==> src/rtl/fft8_pkg.sv <==
// Shared types and constants for the 8-point FFT twiddle sequencer.
// Holds the FSM state enum, the butterfly descriptor and the (s,b) index helper.
package fft8_pkg;

    localparam int unsigned FFT_N            = 8;
    localparam int unsigned FFT_LOG2N        = 3;
    localparam int unsigned FFT_BF_PER_STAGE = 4;
    localparam int unsigned TW_ADDR_W        = 2;
    localparam int unsigned STAGE_W          = 2;
    localparam int unsigned BF_W             = 2;
    localparam int unsigned IDX_W            = 3;

    typedef enum logic [1:0] {
        IDLE  = 2'd0,
        FETCH = 2'd1,
        VALID = 2'd2,
        DONE  = 2'd3
    } seq_state_t;

    typedef struct packed {
        logic [STAGE_W-1:0]   stage;
        logic [IDX_W-1:0]     idx_a;
        logic [IDX_W-1:0]     idx_b;
        logic [TW_ADDR_W-1:0] tw_addr;
        logic                 last;
    } bf_desc_t;

    // Operand indices and twiddle address for butterfly b of stage s.
    function automatic bf_desc_t bf_desc(input logic [STAGE_W-1:0] s,
                                         input logic [BF_W-1:0]    b);
        bf_desc_t         d;
        logic [IDX_W-1:0] span;
        d = '0;
        d.stage = s;
        case (s)
            2'd1: begin
                span      = 3'd2;
                d.idx_a   = {b[1], 1'b0, b[0]};
                d.tw_addr = {b[0], 1'b0};
            end
            2'd2: begin
                span      = 3'd4;
                d.idx_a   = {1'b0, b};
                d.tw_addr = b;
            end
            default: begin
                span      = 3'd1;
                d.idx_a   = {b, 1'b0};
                d.tw_addr = 2'd0;
            end
        endcase
        d.idx_b = d.idx_a + span;
        d.last  = (s == 2'd2) && (b == 2'd3);
        return d;
    endfunction

endpackage

==> src/rtl/twiddle_rom_8pt.sv <==
// Registered twiddle ROM for an 8-point FFT: W8^k = cos(2*pi*k/8) - j*sin(2*pi*k/8), k=0..3.
// IEEE-754 single-precision words; one-cycle read latency.
module twiddle_rom_8pt
    import fft8_pkg::*;
#(
    parameter int unsigned W_WIDTH = 32
) (
    input  logic                 clk,
    input  logic                 rst,
    input  logic [TW_ADDR_W-1:0] i_addr,
    output logic [W_WIDTH-1:0]   o_real,
    output logic [W_WIDTH-1:0]   o_imag
);

    always_ff @(posedge clk or posedge rst) begin
        if (rst) begin
            o_real <= W_WIDTH'(32'h3F80_0000);
            o_imag <= W_WIDTH'(32'h0000_0000);
        end else begin
            case (i_addr)
                2'd0: begin
                    o_real <= W_WIDTH'(32'h3F80_0000);
                    o_imag <= W_WIDTH'(32'h0000_0000);
                end
                2'd1: begin
                    o_real <= W_WIDTH'(32'h3F35_04F3);
                    o_imag <= W_WIDTH'(32'hBF35_04F3);
                end
                2'd2: begin
                    o_real <= W_WIDTH'(32'h0000_0000);
                    o_imag <= W_WIDTH'(32'hBF80_0000);
                end
                default: begin
                    o_real <= W_WIDTH'(32'hBF35_04F3);
                    o_imag <= W_WIDTH'(32'hBF35_04F3);
                end
            endcase
        end
    end

endmodule

==> src/rtl/fft8_twiddle_sequencer.sv <==
// Schedules the 12 radix-2 DIT butterflies of an 8-point FFT and reads the twiddle ROM.
// Optional macro TWIDDLE_CONJ_EN adds the 'inverse' port for conjugated twiddles.
module fft8_twiddle_sequencer
    import fft8_pkg::*;
#(
    parameter int unsigned W_WIDTH = 32
) (
    input  logic               clk,
    input  logic               rst,
    input  logic               start,
`ifdef TWIDDLE_CONJ_EN
    input  logic               inverse,
`endif
    output logic               busy,
    output logic               done,
    output logic               bf_valid,
    input  logic               bf_ready,
    output logic [STAGE_W-1:0] bf_stage,
    output logic [IDX_W-1:0]   bf_idx_a,
    output logic [IDX_W-1:0]   bf_idx_b,
    output logic [W_WIDTH-1:0] bf_w_real,
    output logic [W_WIDTH-1:0] bf_w_imag,
    output logic               bf_last
);

    seq_state_t           r_state;
    logic [STAGE_W-1:0]   r_s;
    logic [BF_W-1:0]      r_b;
    logic [TW_ADDR_W-1:0] r_addr;
    logic                 r_busy;
    logic                 r_done;
    logic                 r_valid;
    logic [STAGE_W-1:0]   r_stage;
    logic [IDX_W-1:0]     r_idx_a;
    logic [IDX_W-1:0]     r_idx_b;
    logic                 r_last;

    logic [STAGE_W-1:0]   w_next_s;
    logic [BF_W-1:0]      w_next_b;
    bf_desc_t             w_next_desc;
    bf_desc_t             w_first_desc;
    logic [W_WIDTH-1:0]   w_rom_real;
    logic [W_WIDTH-1:0]   w_rom_imag;
    logic [W_WIDTH-1:0]   w_w_imag;

    // Next butterfly position: b wraps into the next stage.
    assign w_next_b     = r_b + 2'd1;
    assign w_next_s     = (r_b == 2'd3) ? r_s + 2'd1 : r_s;
    assign w_next_desc  = bf_desc(w_next_s, w_next_b);
    assign w_first_desc = bf_desc(2'd0, 2'd0);

`ifdef TWIDDLE_CONJ_EN
    logic r_inverse;

    always_ff @(posedge clk or posedge rst) begin
        if (rst) begin
            r_inverse <= 1'b0;
        end else if (r_state == IDLE && start) begin
            r_inverse <= inverse;
        end
    end

    // Conjugate by flipping the sign; a zero imaginary part always leaves as +0.0.
    always_comb begin
        w_w_imag = w_rom_imag;
        if (r_inverse) begin
            if (w_rom_imag[W_WIDTH-2:0] == '0) begin
                w_w_imag = '0;
            end else begin
                w_w_imag = {~w_rom_imag[W_WIDTH-1], w_rom_imag[W_WIDTH-2:0]};
            end
        end
    end
`else
    assign w_w_imag = w_rom_imag;
`endif

    twiddle_rom_8pt #(
        .W_WIDTH (W_WIDTH)
    ) u_rom (
        .clk    (clk),
        .rst    (rst),
        .i_addr (r_addr),
        .o_real (w_rom_real),
        .o_imag (w_rom_imag)
    );

    // Sequencer FSM; descriptor and ROM address are loaded on entry to FETCH.
    always_ff @(posedge clk or posedge rst) begin
        if (rst) begin
            r_state <= IDLE;
            r_s     <= '0;
            r_b     <= '0;
            r_addr  <= '0;
            r_busy  <= 1'b0;
            r_done  <= 1'b0;
            r_valid <= 1'b0;
            r_stage <= '0;
            r_idx_a <= '0;
            r_idx_b <= '0;
            r_last  <= 1'b0;
        end else begin
            case (r_state)
                IDLE: begin
                    if (start) begin
                        r_s     <= '0;
                        r_b     <= '0;
                        r_addr  <= w_first_desc.tw_addr;
                        r_stage <= w_first_desc.stage;
                        r_idx_a <= w_first_desc.idx_a;
                        r_idx_b <= w_first_desc.idx_b;
                        r_last  <= w_first_desc.last;
                        r_busy  <= 1'b1;
                        r_state <= FETCH;
                    end
                end
                FETCH: begin
                    r_valid <= 1'b1;
                    r_state <= VALID;
                end
                VALID: begin
                    if (bf_ready) begin
                        r_valid <= 1'b0;
                        if (r_last) begin
                            r_last  <= 1'b0;
                            r_busy  <= 1'b0;
                            r_done  <= 1'b1;
                            r_state <= DONE;
                        end else begin
                            r_s     <= w_next_s;
                            r_b     <= w_next_b;
                            r_addr  <= w_next_desc.tw_addr;
                            r_stage <= w_next_desc.stage;
                            r_idx_a <= w_next_desc.idx_a;
                            r_idx_b <= w_next_desc.idx_b;
                            r_last  <= w_next_desc.last;
                            r_state <= FETCH;
                        end
                    end
                end
                DONE: begin
                    r_done  <= 1'b0;
                    r_state <= IDLE;
                end
                default: begin
                    r_busy  <= 1'b0;
                    r_valid <= 1'b0;
                    r_done  <= 1'b0;
                    r_state <= IDLE;
                end
            endcase
        end
    end

    assign busy      = r_busy;
    assign done      = r_done;
    assign bf_valid  = r_valid;
    assign bf_stage  = r_stage;
    assign bf_idx_a  = r_idx_a;
    assign bf_idx_b  = r_idx_b;
    assign bf_last   = r_last;
    assign bf_w_real = w_rom_real;
    assign bf_w_imag = w_w_imag;

endmodule

==> config.mk <==
export PLATFORM = sky130hd
export DESIGN_NAME = fft8_twiddle_sequencer
export DESIGN_NICKNAME = d
export VERILOG_FILES = /design/src/rtl/fft8_pkg.sv /design/src/rtl/twiddle_rom_8pt.sv /design/src/rtl/fft8_twiddle_sequencer.sv
export SDC_FILE = /design/constraint.sdc
export NUM_CORES = 1
export LEC_CHECK = 0
export CAP_MARGIN = 15
export CORE_MARGIN = 8
export CORE_UTILIZATION = 40
export CTS_CLUSTER_DIAMETER = 200
export DETAILED_ROUTE_END_ITERATION = 8
export GPL_ROUTABILITY_DRIVEN = 0
export PLACE_DENSITY_LB_ADDON = 0.08
export SETUP_SLACK_MARGIN = 0.2
export SLEW_MARGIN = 5
export SYNTH_ARGS = -nofsm -noshare
export SYNTH_HDL_FRONTEND = slang
export SYNTH_SLANG_ARGS = --single-unit
==> constraint.sdc <==
create_clock -name clk -period 3.5 [get_ports clk]
set_input_delay 0.7 -clock clk [delete_from_list [all_inputs] [get_ports clk]]
set_output_delay 0.7 -clock clk [all_outputs]
set_load 0.005 [all_outputs]
==> results of run 1 <==
## synth_stat cells (3+ instances only)
cell type and number:
sky130_fd_sc_hd__a21oi_1 8, sky130_fd_sc_hd__a22o_1 4, sky130_fd_sc_hd__buf_4 58, sky130_fd_sc_hd__dfrtp_1 23, sky130_fd_sc_hd__ha_1 6, sky130_fd_sc_hd__inv_1 11, sky130_fd_sc_hd__nand2_1 3, sky130_fd_sc_hd__nand2b_1 4
sky130_fd_sc_hd__o21ai_0 3
## sequential cells by signal, indices dropped and copies added, names as in the netlist
register      count
busy              1
r_state           2
bf_valid          1
u_rom.o_imag      3
bf_last           1
bf_idx_a          3
u_rom.o_real      4
bf_idx_b          3
r_b               2
done              1
r_addr            2
bf_stage          2
## cell type report
cell class              instances  share of cell area
repair buffers                 54               0.288
well taps                      50              0.0334
multi-input cells              84               0.297
flip-flops and latches         25               0.336
clock buffers                   4              0.0241
inverters                      11              0.0221
## logic make-up (layout without fill, tap and decap cells)
logic type | count (synthesis) | after routing
AOI/OAI and AO/OA | 25 | 25
xor gates and xnor gates | 4 | 4
adders and majority gates | 7 | 7
buffers and inverters | 73 | 69
DFF | 25 | 25
muxes | 5 | 5
other | 1 | 27
and+or+nand+nor | 16 | 16
## worst min path at each step
stage,from,to,cells after the start
floorplan,r_addr[1],u_rom.o_imag[29],1
global placement,r_addr[0],u_rom.o_imag[21],0
detailed placement,r_addr[0],u_rom.o_real[21],0
CTS,r_addr[0],u_rom.o_real[21],0
global route,r_addr[0],u_rom.o_real[21],0
finish,r_addr[0],u_rom.o_real[21],0
## stage by stage
step	cells	power, W	setup slack (ps)	area, µm²	utilization
floorplan	182	0.000686	1020	1680	-
global placement	224	0.000783	897	1830	0.466
detailed placement	224	0.000791	820	1830	0.466
CTS	228	0.000963	811	1870	0.478
global route	228	0.00102	647	1870	0.478
finish	228	0.000949	818	1870	0.478
## critical path: cells and delay by family (launching register included)
| family | cells | cell delay (ps) |
|---|---|---|
| AOI/OAI and AO/OA | 1 | 180 |
| xor gates and xnor gates | 3 | 590 |
| adders and majority gates | 3 | 990 |
| buffers and inverters | 1 | 110 |
| DFF | 1 | 430 |
| muxes | 1 | 170 |
| and+or+nand+nor | 1 | 80 |
## power by group
part	switching, W	internal (W)
registers	0.0000668	0.000343
clock network	0.0000868	0.0000813
logic	0.000176	0.000195
total	0.000330	0.000620
## metal layers
metal  vias to the layer above  global-route usage  wire length, µm
li1                        461                   -                -
met1                       482              0.0917             1120
met2                        49               0.159             1530
met3                         2              0.0361              385
met4                         0              0.0333               10
met5                         -                   0                0
==> impl_summary.txt, run 1 <==
----------------------------------------------------
[GRT]
  Overflow after GRT ... 0
  Via count of the first global-routing pass ... 932
  Maximum number of pins on one net before global-route repair ... 26
  First-pass GRT wire length ... 4.51 mm
  Antenna violations before repair ... 0
  Aggregate global-route resource usage ... 0.0893

[STA]
  Max Clock Skew ... between 1.5 and 2 ps
  Slew margin rel. ... 0.369
  Final setup violation count ... 0
  Setup repair after global routing missed its margin ... no
  Final max-slew violation count ... 0
  Worst hold slack across all endpoints ... between 400 and 500 ps
  Final Hold Viols ... 0
  Part of the cycle the worst path needs ... 0.766
  Maximum operating frequency ... 0.373 GHz
  Clock period minus worst slack ... 2680 ps
  Slew of the pin with the lowest slew margin ... 945 ps
  Final TNS setup ... 0 ps

[Yosys]
  Count of synthesis-stage warnings from yosys ... 0
  Most common flop cell mapped by yosys ... sky130_fd_sc_hd__dfrtp_1
  Count of state elements after synthesis ... 25
  Adder-cell share of the synthesized area ... 0.0599
  Share of synthesized registers carrying an async set or reset ... 1.00
  Average cell area after synthesis ... 10.2 µm²
  Number of enable-type register cells in the synthesized netlist ... 0
  Combinational family with the most area after synthesis ... buffers and inverters
  Share of the yosys chip area belonging to registers ... 0.396
  Fraction of synthesized cell area taken by the top area cell type ... 0.363
  Cell count after synthesis ... 156
  Compound-Gate Fraction of Synth Area ... 0.106
  Count of different cell masters after synthesis ... 36
  Area share of xor/xnor cells in the synthesized design ... 0.0221
  Summed instance area of the synthesized netlist ... 1590 µm²
  Share of synthesized area spent on multiplexers ... 0.0363
  Cell type with the largest total area after synthesis ... sky130_fd_sc_hd__dfrtp_1
  Cells taking the most area after synthesis ... sky130_fd_sc_hd__dfrtp_1 36%, sky130_fd_sc_hd__buf_4 27%, sky130_fd_sc_hd__ha_1 4.7%
  Area fraction in and, or, nand and nor cells after synthesis ... 0.0615

[Floorplanning]
  Area of the die ... 6240 µm²
  Initial Util ... 0.405
  Core ar. ... between 3000 and 4000 µm²
  Number of I/O pins ... 80
  Cell Rows ... 23
  Height of the die ... 79.0 µm
  Die span in x ... 79.0 µm

[Final layout]
  Area used by multi-input combinational logic ... 556 µm²
  Commonest non-fill, non-tap cells in the layout ... 53 x sky130_fd_sc_hd__clkdlybuf4s50_1, 27 x sky130_fd_sc_hd__conb_1, 23 x sky130_fd_sc_hd__dfrtp_1
  Final net count ... 190
  Number of antenna diodes ... 0
  Reg area ... around 630 µm²
  Fraction of final layout cells with drive strength greater than 1 ... 0.0674
  Most frequent standard cell in the layout excluding fill and tap cells ... sky130_fd_sc_hd__clkdlybuf4s50_1
  Signed area change from the synthesized netlist to the final layout ... 17.9%
  FILL cells ... 376

[Setup path]
  Reg-to-reg startpoint ... r_b[0]
  Capturing element type of the critical path ... flop
  Worst r2r path cells ... 10
  Reg-to-Reg End ... bf_idx_b[2]
  End of the critical path ... bf_idx_b[2]
  Worst setup startpoint ... r_b[0]
  Sort of element at the start of the critical path ... flop
  Req. time, crit path ... 3660 ps
  CP Data Arrival Time ... 2840 ps
  Maximum fanout along the worst path ... 6
  WS Path Type ... flop to flop
  Master of the slowest instance on the critical path ... sky130_fd_sc_hd__dfrtp_1
  Register-to-register setup slack ... 820 ps
  Largest stage delay, worst path ... 430 ps
  Series of cell instances along the critical path ... ha_1 -> nand2_1 -> xnor2_1 -> inv_1 -> ha_1 -> mux2i_1 -> fa_1 -> xor2_1 -> xnor2_1 -> a22o_1

[Place]
  Port Buffer Count ... 53
  Placed wire-length estimate after detailed placement ... 2.44 mm

[Clocking]
  Sink count of the clock tree ... 25
  Clock insertion delay at the later pin of the skew report ... 260 ps
  TritonCTS clock tree ... done
  CTS root buffer ... sky130_fd_sc_hd__clkbuf_8
  CTS H-tree lvls ... 1
  Post-CTS setup-driven buffer insertion count ... 0
  Post-cts resize count ... 0
  Clock buffer count from CTS ... 3
  Clock-pin slew on the worst setup and hold paths ... ~80 ps
  Worst-case clock buffer depth ... 2
  CTS Hold Buffers Added ... 0

[Drt]
  Antenna violation net count after detailed routing ... 0
  Number of DRC markers in iteration 0 ... 21
  Routed length per instance ... 13.4 µm
  DR vias ... between 900 and 1k
  Total DRC errors in the routed layout ... 0
  Number of vias per cell ... 4.36
  Wire length after detailed routing ... 3.04 mm
  Pre-Repair DR Iteration Count ... 4

[Min path]
  Path class of the lowest-slack min-delay path ... flop to flop

[Flow run]
  Number of max-cap violations ... 0

[Status]
  Status ... complete, no violations

[Power and ir drop]
  Total power per unit cell area ... about 510 nW/µm²
  Max VDD drop ... 0.323 mV
  Cell leakage power ... between 0.8 and 0.9 nW

----------------------------------------------------
Power figures use the tool's default switching activity.
==> run 2: changes to the inputs <==
--- a/config.mk
+++ b/config.mk
@@ -7,7 +7,7 @@
 export LEC_CHECK = 0
 export CAP_MARGIN = 15
 export CORE_MARGIN = 8
-export CORE_UTILIZATION = 40
+export CORE_UTILIZATION = 36
 export CTS_CLUSTER_DIAMETER = 200
 export DETAILED_ROUTE_END_ITERATION = 8
 export GPL_ROUTABILITY_DRIVEN = 0
==> constraint.sdc (replaced) <==
create_clock -name clk -period 2.25 [get_ports clk]
set_input_delay 0.45 -clock clk [delete_from_list [all_inputs] [get_ports clk]]
set_output_delay 0.45 -clock clk [all_outputs]
set_load 0.005 [all_outputs]
==> run 2 against run 1 <==
Effect of this change:
- the flow now finishes with violations (setup timing)
- sequential power is 56% higher
- die area increased by 8.8%
- worst hold slack better by 6.0 ps
- sequential cell count stayed put
- total power rose by 78%
- setup slack worse by 870 ps
- combinational power up 110%
- register-to-register slack got worse by 870 ps
- via count rose by 2.2%
- cell area is 13% higher
- clock skew is 4.0 ps higher
- critical path depth unchanged
- critical path type unchanged
- highest routed layer unchanged
==> impl_summary.txt, run 2 (synthesis results as in run 1) <==
----------------------------------------------------
[Power and ir drop]
  Total power per unit cell area ... 799 nW/µm² (+57%)
  Cell leakage power ... 0.942 nW (+12%)
  Max VDD drop ... 0.477 mV (+48%)
  Final total power ... 0.00169 W (+78%)

[Final layout]
  Most frequent standard cell in the layout excluding fill and tap cells ... sky130_fd_sc_hd__clkdlybuf4s50_1
  Register containing the most flip-flops in the final layout ... u_rom.o_real
  Signed area change from the synthesized netlist to the final layout ... 33.1%
  Fraction of final layout cells with drive strength greater than 1 ... 0.215 (+0.147)
  Max FFs per register ... 4 (unchanged)
  Number of antenna diodes ... 0 (unchanged)
  Final net count ... 203 (+6.8%)
  FILL cells ... 415 (+10%)
  Final standard cell count with taps included and fillers excluded ... 243 (+6.6%)
  Area used by multi-input combinational logic ... 686 µm² (+23%)
  Reg area ... 628 µm² (unchanged)
  Commonest non-fill, non-tap cells in the layout ... 53 x sky130_fd_sc_hd__clkdlybuf4s50_1, 27 x sky130_fd_sc_hd__conb_1, 23 x sky130_fd_sc_hd__dfrtp_1

[Clocking]
  Worst-case clock buffer depth ... 2 (unchanged)
  CTS H-tree lvls ... 1 (unchanged)
  Clock buffer count from CTS ... 3 (unchanged)
  Clock insertion delay at the later pin of the skew report ... 270 ps (about the same)
  CTS root buffer ... sky130_fd_sc_hd__clkbuf_8
  Clock-pin slew on the worst setup and hold paths ... 90 ps (about the same)
  CTS Hold Buffers Added ... 0 (unchanged)
  TritonCTS clock tree ... done
  Sink count of the clock tree ... 25 (unchanged)

[Drt]
  Antenna violation net count after detailed routing ... 0 (unchanged)
  Met1 layer wirelength in the final routing ... 1.15 mm (+2.9%)
  Number of DRC markers in iteration 0 ... 39 (+86%)
  Met3 layer wire length in the routed design ... 379 µm (-1.6%)
  Top sig layer ... met4
  Number of vias per cell ... 4.18 (-4.1%)
  DR vias ... 1016 (+2.2%)
  Total met2 wirelength after detailed routing ... 1.61 mm (+5.5%)
  Pre-Repair DR Iteration Count ... 2 (-2)
  Total DRC errors in the routed layout ... 0 (unchanged)
  Wire length after detailed routing ... 3.19 mm (+4.8%)
  Routed length per instance ... 13.1 µm (-1.6%)

[GRT]
  Aggregate global-route resource usage ... 0.0868 (-0.00243)
  First-pass GRT wire length ... 4.64 mm (+2.9%)
  Overflow after GRT ... 0 (unchanged)
  Maximum number of pins on one net before global-route repair ... 26 (unchanged)
  Via count of the first global-routing pass ... 1002 (+7.5%)
  Antenna violations before repair ... 0 (unchanged)

[Floorplanning]
  Die span in x ... 82.4 µm (+4.3%)
  Initial Util ... 0.369 (-0.0359)
  Area of the die ... 6790 µm² (+8.8%)
  Cell Rows ... 24 (+4.3%)
  Number of I/O pins ... 80 (unchanged)
  Core ar. ... 4290 µm² (+9.7%)
  Height of the die ... 82.4 µm (+4.3%)

[STA]
  Post-route setup slack ... -52.5 ps (-870 ps)
  Setup repair after global routing missed its margin ... yes
  Final setup violation count ... 2 (+2)
  Part of the cycle the worst path needs ... 1.02 (+0.257)
  Final max-slew violation count ... 0 (unchanged)
  Maximum operating frequency ... 0.434 GHz (+16%)
  Final Hold Viols ... 0 (unchanged)
  Max Clock Skew ... 6.02 ps (+4.04 ps)
  Clock period minus worst slack ... 2300 ps (-380 ps)
  Final TNS setup ... -64.1 ps (-64.1 ps)
  Worst hold slack across all endpoints ... 477 ps (+5.96 ps)

[Setup path]
  Family with the most delay on the worst path ... adder cells
  Maximum fanout along the worst path ... 4 (-2)
  Sort of element at the start of the critical path ... flop
  Largest stage delay, worst path ... 410 ps (-20 ps)
  Series of cell instances along the critical path ... ha_4 -> nand2_4 -> xnor2_4 -> inv_2 -> ha_4 -> mux2i_2 -> fa_2 -> xor2_2 -> xnor2_1 -> a22o_1
  CP bufs+invs ... 1 (unchanged)
  Library cell appearing most often on the critical path ... sky130_fd_sc_hd__ha_4
  CP Data Arrival Time ... 2460 ps (-380 ps)
  WS Path Type ... flop to flop
  Master of the slowest instance on the critical path ... sky130_fd_sc_hd__dfrtp_1
  Capturing element type of the critical path ... flop
  Req. time, crit path ... 2410 ps (-1250 ps)

[Place]
  Inst Count DP ... 236 (+5.4%)
  Port Buffer Count ... 53 (unchanged)
  Placed wire-length estimate after detailed placement ... 2.58 mm (+5.7%)

[Status]
  Status ... finished with violations
  Violations in the final reports ... setup timing

[Min path]
  Path class of the lowest-slack min-delay path ... flop to flop

[Flow run]
  Number of max-cap violations ... 0 (unchanged)

----------------------------------------------------
-- run 2: changes by cell type in the layout (fill, tap and decap cells not counted), sizes merged --
cell      change
buf          +13
clkbuf        -1
clkinvlp      +1
-- run 2: through the flow --
step / utilization / setup WS, ps / area [µm²]
finish: 0.492 / -52.5 / 2110
global route: 0.492 / -176 / 2110
CTS: 0.475 / -57.2 / 2040
detailed placement: 0.457 / -94.6 / 1960
global placement: 0.457 / -33.1 / 1960
floorplan: - / 133 / 1750
-- run 2: final timing paths --
path                                 from               end  slack, ps  cells past startpoint
worst max-delay path               r_b[0]       bf_idx_b[2]        -50                     10
worst min-delay path            r_addr[0]  u_rom.o_imag[21]        480                      0
worst max register to register     r_b[0]       bf_idx_b[2]        -50                     10
worst min register to register  r_addr[0]  u_rom.o_imag[21]        480                      0
max in group asynchronous             rst  u_rom.o_real[23]       1440                      3
min in group asynchronous             rst           bf_last        520                      3
-- run 2: final cells by class --
cell class,instances,area share
sequential,25,0.297
inverter,11,0.0195
timing repair buffer,67,0.305
clock buffer,3,0.0195
clock inverter,1,0.00355
tap,52,0.0308
multi-input combinational,84,0.325
-- run 2: timing repair --
action,CTS,global route
pin swaps,1,2
gates resized for setup,5,9
endpoints found under the setup margin,5,5
cloned,0,0
setup buffers,0,3
hold endpoints to repair,0,0
-- run 2: report_power, final --
group	switching, W	internal [W]	total, W
Sequential	0.000104	0.000534	0.000638
Combinational	0.000343	0.000433	0.000776
Clock	0.000149	0.000126	0.000274
Total	0.000596	0.00109	0.00169
-- run 2: worst reg2reg max path, delay by kind of cell, from the launching register on --
kind            cells  cell delay (ps)
mux                 1              160
flops               1              410
buf+inv             1               80
fa+ha+maj           3              790
xor+xnor            3              490
compound gates      1              190
simple gates        1               80
-- run 2: metal layers --
metal,global-route usage,up-vias
met5,0,-
met4,0.0316,0
met3,0.0216,6
met2,0.160,42
met1,0.0933,480
li1,-,488
